==> config.mk <==
export PLATFORM = sky130hd
export DESIGN_NAME = beam_direction_decoder
export DESIGN_NICKNAME = d
export VERILOG_FILES = /design/src/rtl/beam_decoder_pkg.sv /design/src/rtl/beam_direction_decoder_debounce.sv /design/src/rtl/beam_direction_decoder.sv
export SDC_FILE = /design/constraint.sdc
export NUM_CORES = 1
export LEC_CHECK = 0
export BUFFER_PORTS_ARGS = -buffer_cell sky130_fd_sc_hd__buf_2
export CAP_MARGIN = 10
export CORE_MARGIN = 2
export CORE_UTILIZATION = 35
export DETAILED_ROUTE_END_ITERATION = 7
export GPL_TIMING_DRIVEN = 0
export SYNTH_ARGS = -nofsm -noshare
export SYNTH_HDL_FRONTEND = slang
export SYNTH_SLANG_ARGS = --single-unit
==> constraint.sdc <==
create_clock -name clk -period 1.1 [get_ports clk]
set_input_delay 0.22 -clock clk [delete_from_list [all_inputs] [get_ports clk]]
set_output_delay 0.22 -clock clk [all_outputs]
set_load 0.03 [all_outputs]
==> src/rtl/beam_decoder_pkg.sv <==
// beam_decoder_pkg: shared types for the doorway beam direction decoder.
//   state_t  - direction FSM states
//   S_*      - sensor pair encodings, s = {a, b}
package beam_decoder_pkg;

    typedef enum logic [2:0] {
        IDLE  = 3'd0,
        EN_A  = 3'd1,
        EN_AB = 3'd2,
        EN_B  = 3'd3,
        EX_B  = 3'd4,
        EX_BA = 3'd5,
        EX_A  = 3'd6,
        FAULT = 3'd7
    } state_t;

    localparam logic [1:0] S_NONE = 2'b00;
    localparam logic [1:0] S_A    = 2'b10;
    localparam logic [1:0] S_AB   = 2'b11;
    localparam logic [1:0] S_B    = 2'b01;

endpackage

==> src/rtl/beam_direction_decoder_debounce.sv <==
// sensor_debounce: 2-flop synchronizer for one asynchronous beam input,
// followed by an optional stability filter (compiled only when the macro
// BEAM_DEBOUNCE_EN is defined).
// Ports:
//   clk   - clock
//   reset - synchronous active-high reset
//   din   - raw sensor pin (asynchronous)
//   dout  - synchronized (and, if enabled, filtered) sensor value
module sensor_debounce #(
    parameter int DEBOUNCE_CYCLES = 16
) (
    input  logic clk,
    input  logic reset,
    input  logic din,
    output logic dout
);

    logic [1:0] sync;

    always_ff @(posedge clk) begin
        if (reset) sync <= 2'b00;
        else       sync <= {sync[0], din};
    end

`ifdef BEAM_DEBOUNCE_EN
    localparam int CNT_W = $clog2(DEBOUNCE_CYCLES + 1);

    logic [CNT_W-1:0] cnt;
    logic             filt;

    // cnt tracks how many consecutive samples have disagreed with filt;
    // the update fires on the DEBOUNCE_CYCLES-th disagreeing sample.
    always_ff @(posedge clk) begin
        if (reset) begin
            cnt  <= '0;
            filt <= 1'b0;
        end else if (sync[1] == filt) begin
            cnt <= '0;
        end else if (cnt == CNT_W'(DEBOUNCE_CYCLES - 1)) begin
            cnt  <= '0;
            filt <= sync[1];
        end else begin
            cnt <= cnt + 1'b1;
        end
    end

    assign dout = filt;
`else
    assign dout = sync[1];
`endif

endmodule

==> src/rtl/beam_direction_decoder.sv <==
// beam_direction_decoder: turns two adjacent beam-break sensors into
// single-cycle entry (inc) / exit (dec) pulses. Partial passages, reversals
// and illegal jumps never pulse. Optional input debounce via BEAM_DEBOUNCE_EN.
// Ports:
//   clk, reset         - clock, synchronous active-high reset
//   sensor_a, sensor_b - outer / inner beam, 1 = broken, asynchronous
//   inc, dec           - one-cycle pulse per completed entry / exit
//   busy               - FSM not in IDLE
//   fault              - FSM in FAULT
module beam_direction_decoder
    import beam_decoder_pkg::*;
#(
    parameter int DEBOUNCE_CYCLES = 16
) (
    input  logic clk,
    input  logic reset,
    input  logic sensor_a,
    input  logic sensor_b,
    output logic inc,
    output logic dec,
    output logic busy,
    output logic fault
);

    logic       a_s, b_s;
    logic [1:0] s;
    state_t     state, next;
    logic       inc_d, dec_d;

    sensor_debounce #(.DEBOUNCE_CYCLES(DEBOUNCE_CYCLES)) u_deb_a (
        .clk(clk), .reset(reset), .din(sensor_a), .dout(a_s)
    );
    sensor_debounce #(.DEBOUNCE_CYCLES(DEBOUNCE_CYCLES)) u_deb_b (
        .clk(clk), .reset(reset), .din(sensor_b), .dout(b_s)
    );

    assign s = {a_s, b_s};

    always_ff @(posedge clk) begin
        if (reset) begin
            state <= IDLE;
            inc   <= 1'b0;
            dec   <= 1'b0;
            busy  <= 1'b0;
            fault <= 1'b0;
        end else begin
            state <= next;
            inc   <= inc_d;
            dec   <= dec_d;
            // decode from next so busy/fault line up with the state register
            busy  <= (next != IDLE);
            fault <= (next == FAULT);
        end
    end

    // Each state lists only its legal neighbours; the opposite (two-bit) jump
    // is the FAULT entry, and the state's own encoding holds.
    always_comb begin
        next  = state;
        inc_d = 1'b0;
        dec_d = 1'b0;
        case (state)
            IDLE: begin
                if      (s == S_A)  next = EN_A;
                else if (s == S_B)  next = EX_B;
                else if (s == S_AB) next = FAULT;
            end
            EN_A: begin
                if      (s == S_AB)   next = EN_AB;
                else if (s == S_NONE) next = IDLE;
                else if (s == S_B)    next = FAULT;
            end
            EN_AB: begin
                if      (s == S_B)    next = EN_B;
                else if (s == S_A)    next = EN_A;
                else if (s == S_NONE) next = FAULT;
            end
            EN_B: begin
                if (s == S_NONE) begin
                    next  = IDLE;
                    inc_d = 1'b1;
                end
                else if (s == S_AB) next = EN_AB;
                else if (s == S_A)  next = FAULT;
            end
            EX_B: begin
                if      (s == S_AB)   next = EX_BA;
                else if (s == S_NONE) next = IDLE;
                else if (s == S_A)    next = FAULT;
            end
            EX_BA: begin
                if      (s == S_A)    next = EX_A;
                else if (s == S_B)    next = EX_B;
                else if (s == S_NONE) next = FAULT;
            end
            EX_A: begin
                if (s == S_NONE) begin
                    next  = IDLE;
                    dec_d = 1'b1;
                end
                else if (s == S_AB) next = EX_BA;
                else if (s == S_B)  next = FAULT;
            end
            FAULT: begin
                if (s == S_NONE) next = IDLE;
            end
            default: next = IDLE;
        endcase
    end

endmodule

# Yosys cells after proc, flatten, opt, wreduce, memory -nomap -nowiden
# Cells that the tools add are included.
[op_classes]
bitwise = 2
muxes = 21
n_reduce_logical = 5
n_eq_ne = 11
[op_table]
columns = ["operator", "n"]
rows = [
  ["$mux 3", 19],
  ["$pmux 3 s8", 1],
  ["$eq 3x3->1 const B", 5],
  ["$eq 3x2->1 const B", 2],
  ["$eq 2x2->1 const B", 2],
  ["$reduce_or 2->1", 2],
  ["$eq 3x1->1 const B", 1],
  ["$logic_not 3->1", 1],
  ["$reduce_bool 3->1", 1],
  ["$eq 2x1->1 const B", 1],
  ["$logic_not 2->1", 1],
  ["$not 1->1", 2],
  ["$mux 1", 1],
]
[totals]
out_inout_bits = 4
wordCells = 46
inputBits = 4
ff_bits = 11

# Depth between registers and ports, before layout
# Gate-level depths: netlist (run 1).
[logic_depth]
word_depth = 6
ltp_mapped = 5
mapped_depth_nobuf = 4

# By module
# Synthesis (run 1) repeated with hierarchy kept, for this count alone.
[unflattened]
hier_cells = 61
area_unflattened_um2 = 558.0
[by_module_without_submodules]
columns = ["mod", "area_each_um2", "cells_each", "seq_area_each_um2", "n_inst"]
rows = [
  ["beam_direction_decoder", 452.9, 53, 140.1, 1],
  ["sensor_debounce", 52.6, 4, 40.0, 2],
]

# Worst setup path after synthesis (run 1)
# No wires, ideal clock.
[synth_path]
path_type = "reg2reg"
from = "register u_deb_a.sync[1]"
to = "register state[0]"
path_buffers = 1
path_slack_ns = -0.011
t_required_ns = 0.982
synth_period_minus_slack_ns = 1.111
stages_incl_launch_ff = 6
arrival_time_ns = 0.992
setup_ns = 0.118
path_cell_list = "dfxtp_1 buf_6 and2_2 a22o_1 a2bb2oi_1 a21oi_1"
[synth_between]
elab_chain_len = 5
word_cells_on_any_way = 24
classes_between = "eq/ne: 3; mux: 20; reduce/logical: 1"
[synth_lines]
columns = ["item", "line_no", "rtl"]
rows = [
  ["start: declaration", "beam_direction_decoder_debounce.sv:18", "logic [1:0] sync;"],
  ["start signal: assignment", "beam_direction_decoder_debounce.sv:22", "else sync <= {sync[0], din};"],
  ["$eq 2x1->1 (tied with other cells)", "--", ""],
  ["$mux 3 (on tied branches)", "--", ""],
  ["$mux 3 (tied with other cells)", "beam_direction_decoder.sv:101", "else if (s == S_AB) next = EX_BA;"],
  ["$mux 3 (tied with other cells)", "beam_direction_decoder.sv:97", "if (s == S_NONE) begin"],
  ["$pmux 3 s8 *", "beam_direction_decoder.sv:62", "case (state)"],
  ["end signal: assignment", "beam_direction_decoder.sv:47", "state <= next;"],
  ["end: declaration", "beam_direction_decoder.sv:27", "state_t state, next;"],
]
# Every way passes the cells marked *; elsewhere a longest branch is shown, timed or not.
# A chain may end at the register's enable or synchronous reset.

# Worst setup path in the final report (run 1)
[layout_path]
from = "register state[1]"
to = "register fault"
[layout_between]
elab_chain_len = 5
word_cells_on_any_way = 29
classes_between = "eq/ne: 8; mux: 20; reduce/logical: 1"
[layout_lines]
columns = ["item", "line_no", "rtl"]
rows = [
  ["$mux 3 (on tied branches)", "--", ""],
  ["$mux 3 (tied with other cells)", "beam_direction_decoder.sv:101", ""],
  ["$mux 3 (tied with other cells)", "beam_direction_decoder.sv:97", ""],
  ["$pmux 3 s8 *", "beam_direction_decoder.sv:62", ""],
  ["$eq 3x3->1 *", "beam_direction_decoder.sv:52", "fault <= (next == FAULT);"],
  ["end signal: assignment", "beam_direction_decoder.sv:52", ""],
  ["end: declaration", "beam_direction_decoder.sv:22", "output logic fault"],
]
# Marked as above.

==> results.toml, run 1 <==
[power]
power_switching_share = 0.257
comb_power_share = 0.177
p_int_uw = 626
peakVddDrop_uv = 656
power.net_switching_uw = 216
power_frac_seq = 0.509
static-leakage-power_uw = 0.000292
fin_total_pwr_uw = 842
power.share.clock = 0.314
cellPowerDensity_nw_per_um2 = 1170

[floorplan]
io_pins = 8
fp.coreArea_um2 = 1520
die-area_um2 = 1980
die_width_um = 44.5
die_h_um = 44.5
row_count = 14
floorplan.initialDensity = 0.376

[sta]
grt_setup_unrepaired = "yes"
count_of_final_setup_violators = 0
timing.final.crit_share = 0.990
timing.clock.skew_ns = 0.00259
fin_worst_hold_slack_ns = 0.154
timing_max_transition_violations_final = 0
period_needed_ns = 1.09
fmax_ghz = 0.918
report.final.hold_viol_count = 0
timing.max_slew.rel_slack = 0.825
worstMarginPinSlew_ns = 0.262

[clock_network]
tritoncts = "done"
cts_max_level = 1
cts-root-to-sink-buffers = 2
insertion_delay_ns = 0.27
cts_num_sinks = 11
clkSlewWorstSetupHoldPaths_ns = 0.06
cts-buffers-inserted = 3
cts.hold.buffers_added = 0
clock_tree.root_cell = "sky130_fd_sc_hd__clkbuf_4"

[logic_synthesis]
average_footprint_of_a_synthesized_cell_um2 = 8.55
ys.warnings.count = 0
ys_seq_area_frac = 0.384
postSynthCellCount = 67
synth_nets = 71
mappedNetlistArea_um2 = 573
yosysUniqueCellTypes = 26
postSynthRegisterBits = 11

[layout]
commonest_non_fill_non_tap_cells_in_the_layout = "sky130_fd_sc_hd__nand2_1, sky130_fd_sc_hd__dfxtp_1, sky130_fd_sc_hd__buf_2, sky130_fd_sc_hd__nor2_1"
layout.filler_cells = 150
layout.core_utilization = 0.473
flow.area_growth_from_synthesis_pct = 25.8
multi_input_area_um2 = 332
layout.nets = 85
register_area_um2 = 234
antenna_cells = 0
final_layout_size_suffix_gt1_frac = 0.438

[critical_path]
data_arrival_time_at_the_worst_slack_endpoint_ns = 1.26
worst-path-max-fanout = 10
critPathTopFamily = "flip-flops"
critical_path_required_ns = 1.27
critical-path-max-stage-delay_ns = 0.38
path_cells = "buf_4 > nand2_1 > o21ai_0 > a2111oi_2"
worst_setup_path_start_kind = "flip-flop"
cp.buffers_inverters = 1
critical_path.endpoint_type = "flip-flop"
worst-setup-path-type = "flip-flop to flip-flop"
critical_path.slowest_cell = "sky130_fd_sc_hd__dfxtp_4"

[routing]
routedWlPerCell_um = 11.6
postRouteWirelength_um = 1110
antenna_left = 0
detailedRoute.firstIterationViolations = 20
first_pass_iters = 5
route.vias.total = 492
via_density = 5.13
remaining_drc_errors = 0

[placement]
detailed_place_hpwl_um = 730
place.port_buffers = 6
globalplace.congestion = 0.742

[grt]
largest_net_degree_at_the_start_of_global_routing = 11
grt_first_pass_wirelength_um = 1880
grt_usage = 0.132
grt_pass1_vias = 436
grt_remaining_overflow = 0
initial_antenna_violation_count = 0

[flow_run]
cap_viol_max_count = 0

[worst_hold_path]
holdCritPathClass = "input port to flip-flop"

[status]
outcome = "completed"
==> synthesized netlist by cell type, drive strengths merged <==
| master | count | share of area |
|---|---|---|
| dfxtp | 11 | 0.38 |
| nor2 | 8 | 0.061 |
| nand2 | 7 | 0.046 |
| nor2b | 6 | 0.070 |
| buf | 5 | 0.085 |
| o21ai | 5 | 0.044 |
| and2b | 4 | 0.057 |
| a21oi | 3 | 0.026 |
| a31oi | 3 | 0.033 |
| and3 | 2 | 0.022 |
| nand3b | 2 | 0.026 |
| a2111oi | 1 | 0.026 |
| a22o | 1 | 0.015 |
| a2bb2oi | 1 | 0.015 |
| a41oi | 1 | 0.015 |
| and2 | 1 | 0.013 |
| inv | 1 | 0.0065 |
| nand3 | 1 | 0.0087 |
| nor3 | 1 | 0.0087 |
| nor3b | 1 | 0.013 |
| o21a | 1 | 0.013 |
| or3 | 1 | 0.011 |
==> cells by family (layout without fill, tap and decap cells) <==
| family | count (synthesis) | in the layout | share of synthesized area |
|---|---|---|---|
| DFF | 11 | 11 | 0.384 |
| AOI/OAI and AO/OA | 16 | 16 | 0.188 |
| and+or+nand+nor | 34 | 34 | 0.336 |
| buffers and inverters | 6 | 19 | 0.0917 |
==> layout make-up <==
type / instances / area share
Timing Repair Buffer: 9 / 0.0729
Inverter: 1 / 0.00521
Sequential cell: 11 / 0.325
Multi-Input combinational cell: 50 / 0.460
Buffer: 5 / 0.0729
Tap cell: 16 / 0.0278
Clock buffer: 4 / 0.0365
==> metal layers <==
| layer | global-route usage | wire [µm] | up-vias |
|---|---|---|---|
| met5 | 0 | 0 | - |
| met4 | 0.0545 | 12 | 0 |
| met3 | 0.0612 | 65 | 2 |
| met2 | 0.223 | 525 | 17 |
| met1 | 0.141 | 508 | 218 |
| li1 | - | - | 255 |
==> flip-flops by register name (all words and copies together) (netlist names) <==
| signal | cells |
|---|---|
| u_deb_a.sync | 2 |
| busy | 1 |
| dec | 1 |
| fault | 1 |
| inc | 1 |
| state | 3 |
| u_deb_b.sync | 2 |
==> stage by stage <==
| step | std cells | TNS (ns) | cell area, µm² | setup WS [ns] |
|---|---|---|---|---|
| global route | 96 | -0.280 | 721 | -0.0925 |
| CTS | 96 | -0.0558 | 696 | -0.0315 |
| floorplan | 67 | 0 | 573 | 0.0100 |
| finish | 96 | 0 | 721 | 0.0111 |
| detailed placement | 89 | -0.215 | 623 | -0.117 |
| global placement | 89 | -0.206 | 623 | -0.118 |
==> repair_timing <==
| action | CTS | global route |
|---|---|---|
| pin swaps | 8 | 3 |
| setup buffers | 3 | 0 |
| endpoints found under the setup margin | 5 | 5 |
| cloned | 0 | 0 |
| gates resized for setup | 10 | 8 |
==> path summary, 6_finish.rpt <==
check | from | to | slack [ns] | cells after the start
worst max-delay path | state[1] | fault | 0.01 | 4
worst min-delay path | reset | state[1] | 0.15 | 2
worst max register to register | state[1] | fault | 0.01 | 4
worst min register to register | u_deb_b.sync[0] | u_deb_b.sync[1] | 0.44 | 1
==> power groups by stage <==
stage | combinational (µW) | clock, µW | sequential [µW]
floorplan | 96.5 | 0 | 444
global placement | 129 | 0 | 438
detailed placement | 129 | 0 | 438
CTS | 139 | 279 | 428
global route | 165 | 303 | 430
finish | 149 | 264 | 429
Note: power is estimated with default switching activity, not from simulation.
==> run 2: changes to the inputs <==
==> constraint.sdc (replaced) <==
create_clock -name clk -period 1.1 [get_ports clk]
set_input_delay 0.33 -clock clk [delete_from_list [all_inputs] [get_ports clk]]
set_output_delay 0.33 -clock clk [all_outputs]
set_load 0.03 [all_outputs]
==> results.toml, run 2 (synthesis gave the netlist of run 1 again) <==
[critical_path]
worst_setup_path_start_kind = "flip-flop"
worst-path-max-fanout = 10
worst-setup-path-type = "flip-flop to flip-flop"
critical_path_required_ns = 1.27
critical_path.endpoint_type = "flip-flop"
data_arrival_time_at_the_worst_slack_endpoint_ns = 1.25

[clock_network]
insertion_delay_ns = 0.26
cts.hold.buffers_added = 0
clkSlewWorstSetupHoldPaths_ns = 0.06
clock_tree.root_cell = "sky130_fd_sc_hd__clkbuf_4"
cts-root-to-sink-buffers = 2
cts-buffers-inserted = 3
cts_max_level = 1
cts_num_sinks = 11
tritoncts = "done"

[layout]
antenna_cells = 0
regMostFlops = "state"
flow.area_growth_from_synthesis_pct = 27.5
final_cells = 96
layout.nets = 85
commonest_non_fill_non_tap_cells_in_the_layout = "sky130_fd_sc_hd__buf_4, sky130_fd_sc_hd__nand2_1, sky130_fd_sc_hd__dfxtp_1, sky130_fd_sc_hd__nor2_1"
stdcell_area_um2 = 731
reg_top3 = "state: 3 flops, u_deb_a.sync: 2 flops, u_deb_b.sync: 2 flops"
largest_register_ffs = 3
leading_cell_type_in_the_layout_fill_and_taps_excluded = "sky130_fd_sc_hd__buf_4"
final_layout_size_suffix_gt1_frac = 0.438

[sta]
fmax_ghz = 0.919
timing.final.crit_share = 0.989
report.final.hold_viol_count = 0
timing.max_slew.rel_slack = 0.825
period_needed_ns = 1.09
count_of_final_setup_violators = 0
timing_max_transition_violations_final = 0
fin_worst_hold_slack_ns = 0.267
grt_setup_unrepaired = "yes"
timing.clock.skew_ns = 0.00246
worstMarginPinSlew_ns = 0.262

[power]
cellPowerDensity_nw_per_um2 = 1150
static-leakage-power_uw = 0.000292
peakVddDrop_uv = 651

[flow_run]
cap_viol_max_count = 0

[routing]
detailedRoute.firstIterationViolations = 16
postRouteWirelength_um = 1120
route.vias.total = 494
antenna_left = 0
routedWlPerCell_um = 11.6
via_density = 5.15
first_pass_iters = 4
remaining_drc_errors = 0

[grt]
grt_remaining_overflow = 0
grt_pass1_vias = 436
grt_usage = 0.132
largest_net_degree_at_the_start_of_global_routing = 11
initial_antenna_violation_count = 0
grt_first_pass_wirelength_um = 1880

[floorplan]
row_count = 14
fp.coreArea_um2 = 1520
die-area_um2 = 1980
die_h_um = 44.5
io_pins = 8
die_width_um = 44.5
floorplan.initialDensity = 0.376

[placement]
place.port_buffers = 6
detailed_place_hpwl_um = 730
place_area_um2 = 623
globalplace.congestion = 0.742
place_inst = 89

[status]
outcome = "completed"

[worst_hold_path]
holdCritPathClass = "input port to flip-flop"
run 2: what timing repair did:
item                                    4_1_cts  5_1_grt
buffers inserted                              3        0
endpoints found under the setup margin        5        9
endpoints found under the hold margin         0        0
resized for setup                            10       16
pin swaps                                     8        3
run 2: critical path, cell delays in order (launching register included):
cell	delay (ns)
sky130_fd_sc_hd__dfxtp_4	0.38
sky130_fd_sc_hd__buf_4	0.17
sky130_fd_sc_hd__nand2_1	0.06
sky130_fd_sc_hd__o21ai_0	0.09
sky130_fd_sc_hd__a2111oi_2	0.29
run 2: through the flow:
step	setup slack [ns]	TNS, ns	power, µW	utilization
5_1_grt	-0.0925	-0.280	901	0.479
3_3_place_gp	-0.118	-0.206	567	0.409
2_1_floorplan	0.0100	0	540	-
6_report	0.0119	0	843	0.479
3_5_place_dp	-0.117	-0.215	567	0.409
4_1_cts	-0.0315	-0.0558	846	0.456
run 2: path summary, 6_finish.rpt:
path | start | endpoint | slack [ns] | depth (start not counted)
setup reg to reg | state[1] | fault | 0.01 | 4
hold / removal | reset | state[1] | 0.27 | 2
setup / recovery | state[1] | fault | 0.01 | 4
hold reg to reg | u_deb_b.sync[0] | u_deb_b.sync[1] | 0.44 | 1
run 2: layer usage:
metal / GRT usage / vias up / routed length, µm
li1: - / 254 / -
met1: 0.141 / 226 / 506
met2: 0.223 / 12 / 535
met3: 0.0612 / 2 / 60
met4: 0.0545 / 0 / 12
met5: 0 / - / 0
run 2: layout make-up:
class                           count  area [µm²]
Buffer                              5        52.6
Tap cell                           16        20.0
Clock buffer                        4        26.3
Fill cell                         149         793
Multi-Input combinational cell     50         332
Inverter                            1        3.75
Timing Repair Buffer                9        62.6
Sequential cell                    11         234
run 2: report_power, final:
part / switching, µW / internal [µW]
logic: 77.4 / 74.1
clock network: 123 / 140
registers: 14.9 / 414
==> run 3: changes to the inputs <==
==> constraint.sdc (replaced) <==
create_clock -name clk -period 0.9 [get_ports clk]
set_input_delay 0.27 -clock clk [delete_from_list [all_inputs] [get_ports clk]]
set_output_delay 0.27 -clock clk [all_outputs]
set_load 0.03 [all_outputs]
==> results.toml, run 3 (synthesis gave the netlist of run 1 again) <==
[sta]
period_needed_ns = 1.10
report.final.hold_viol_count = 0
grt_setup_unrepaired = "yes"
timing.max_slew.rel_slack = 0.804
worstMarginPinSlew_ns = 0.293
timing.final.crit_share = 1.22
post-route-worst-setup-slack_ns = -0.200
count_of_final_setup_violators = 11
timing_max_transition_violations_final = 0
fmax_ghz = 0.909
timing.clock.skew_ns = 0.00208
fin_worst_hold_slack_ns = 0.211

[critical_path]
worst-setup-path-type = "flip-flop to flip-flop"
critical_path.slowest_cell = "sky130_fd_sc_hd__dfxtp_4"
worst-path-max-fanout = 6
critical-path-max-stage-delay_ns = 0.36
critical_path_required_ns = 1.06
internal_reg_to_reg_setup_slack_ns = -0.20
path_cells = "and2b_2 > a22o_1 > a2bb2oi_2 > a21oi_1"
worst_setup_path_start_kind = "flip-flop"
data_arrival_time_at_the_worst_slack_endpoint_ns = 1.26
critical_path.endpoint_type = "flip-flop"

[grt]
grt_busiest_layer = "met2"
grtUsageMet3 = 0.0612
grt_usage = 0.136
gr-usage-met1 = 0.153
grt_remaining_overflow = 0
grt_util_met2 = 0.229
initial_antenna_violation_count = 0
largest_net_degree_at_the_start_of_global_routing = 11
grt_pass1_vias = 459
grt_first_pass_wirelength_um = 1930

[layout]
final_layout_size_suffix_gt1_frac = 0.530
leading_cell_type_in_the_layout_fill_and_taps_excluded = "sky130_fd_sc_hd__buf_6"
regMostFlops = "state"
antenna_cells = 0
final_cells = 99
reg_top3 = "state: 3 flops, u_deb_a.sync: 2 flops, u_deb_b.sync: 2 flops"
commonest_non_fill_non_tap_cells_in_the_layout = "sky130_fd_sc_hd__buf_6, sky130_fd_sc_hd__dfxtp_2, sky130_fd_sc_hd__nand2_1, sky130_fd_sc_hd__nor2b_1, sky130_fd_sc_hd__nor2_1"
layout.nets = 88
largest_register_ffs = 3
flow.area_growth_from_synthesis_pct = 36.7
layout.filler_cells = 137

[routing]
via_density = 5.09
detailedRoute.firstIterationViolations = 8
first_pass_iters = 4
route.vias.total = 504
postRouteWirelength_um = 1230
routedWlPerCell_um = 12.4
antenna_left = 0
remaining_drc_errors = 0

[placement]
place.port_buffers = 6
globalplace.congestion = 0.748
detailed_place_hpwl_um = 723
place_inst = 89

[floorplan]
io_pins = 8
floorplan.initialDensity = 0.376
fp.coreArea_um2 = 1520
die_width_um = 44.5
die_h_um = 44.5
row_count = 14
die-area_um2 = 1980

[clock_network]
clkSlewWorstSetupHoldPaths_ns = 0.06
cts_max_level = 1
tritoncts = "done"
cts-buffers-inserted = 3
clock_tree.root_cell = "sky130_fd_sc_hd__clkbuf_4"
cts_num_sinks = 11
cts-root-to-sink-buffers = 2
insertion_delay_ns = 0.27

[power]
peakVddDrop_uv = 970
cellPowerDensity_nw_per_um2 = 1350
static-leakage-power_uw = 0.000318
fin_total_pwr_uw = 1060

[status]
outcome = "finished with violations"
violations = "negative setup slack"

[worst_hold_path]
holdCritPathClass = "input port to flip-flop"

[flow_run]
cap_viol_max_count = 0
-- run 3: cell types whose count changed in the layout (fill, tap and decap cells not counted), moves of 2 or more --
cell                      delta
sky130_fd_sc_hd__buf_2       +2
sky130_fd_sc_hd__buf_4       -4
sky130_fd_sc_hd__buf_6       +5
sky130_fd_sc_hd__dfxtp_1     -4
sky130_fd_sc_hd__dfxtp_2     +5
-- run 3: layer usage --
| layer | wire [µm] | share of wire | vias up |
|---|---|---|---|
| li1 | - | - | 264 |
| met1 | 533 | 0.43 | 223 |
| met2 | 607 | 0.49 | 15 |
| met3 | 69 | 0.056 | 2 |
| met4 | 16 | 0.013 | 0 |
| met5 | 0 | 0 | - |
-- run 3: stage by stage --
stage,setup WS (ns),setup TNS (ns),area [µm²],utilization
final,-0.200,-1.10,783,0.514
after global routing,-0.260,-1.60,783,0.514
after CTS,-0.186,-1.07,763,0.501
after detailed placement,-0.240,-0.932,637,0.418
after global placement,-0.223,-0.926,637,0.418
after floorplan,-0.136,-0.409,587,-
-- run 3: final timing paths --
check / endpoint / start / cells past startpoint
max: state[0] / u_deb_b.sync[1] / 4
min: state[1] / reset / 2
max reg2reg: state[0] / u_deb_b.sync[1] / 4
min reg2reg: u_deb_b.sync[1] / u_deb_b.sync[0] / 1
-- run 3: power breakdown --
part,internal [µW],switching [µW]
registers,508,18.6
clock network,172,154
logic,101,103
-- run 3: cell type report --
cell class / instances / area [µm²] / area share
Timing Repair Buffer: 12 / 95.1 / 0.121
Tap cell: 16 / 20.0 / 0.0256
Sequential cell: 11 / 236 / 0.302
Multi-Input combinational cell: 50 / 345 / 0.441
Clock buffer: 4 / 26.3 / 0.0335
Buffer: 5 / 56.3 / 0.0719
Inverter: 1 / 3.75 / 0.00479
-- run 3: critical path: cells and delay by family (launching register included) --
kind            cells  cell delay (ns)
simple gates        1             0.22
flops               1             0.36
compound gates      3             0.41
-- run 3: timing repair --
action,in CTS,in global routing
hold buffers,0,0
gates resized for setup,21,5
setup endpoints to repair,11,11
buffers inserted,5,0
pin swaps,5,2
cloned,1,0
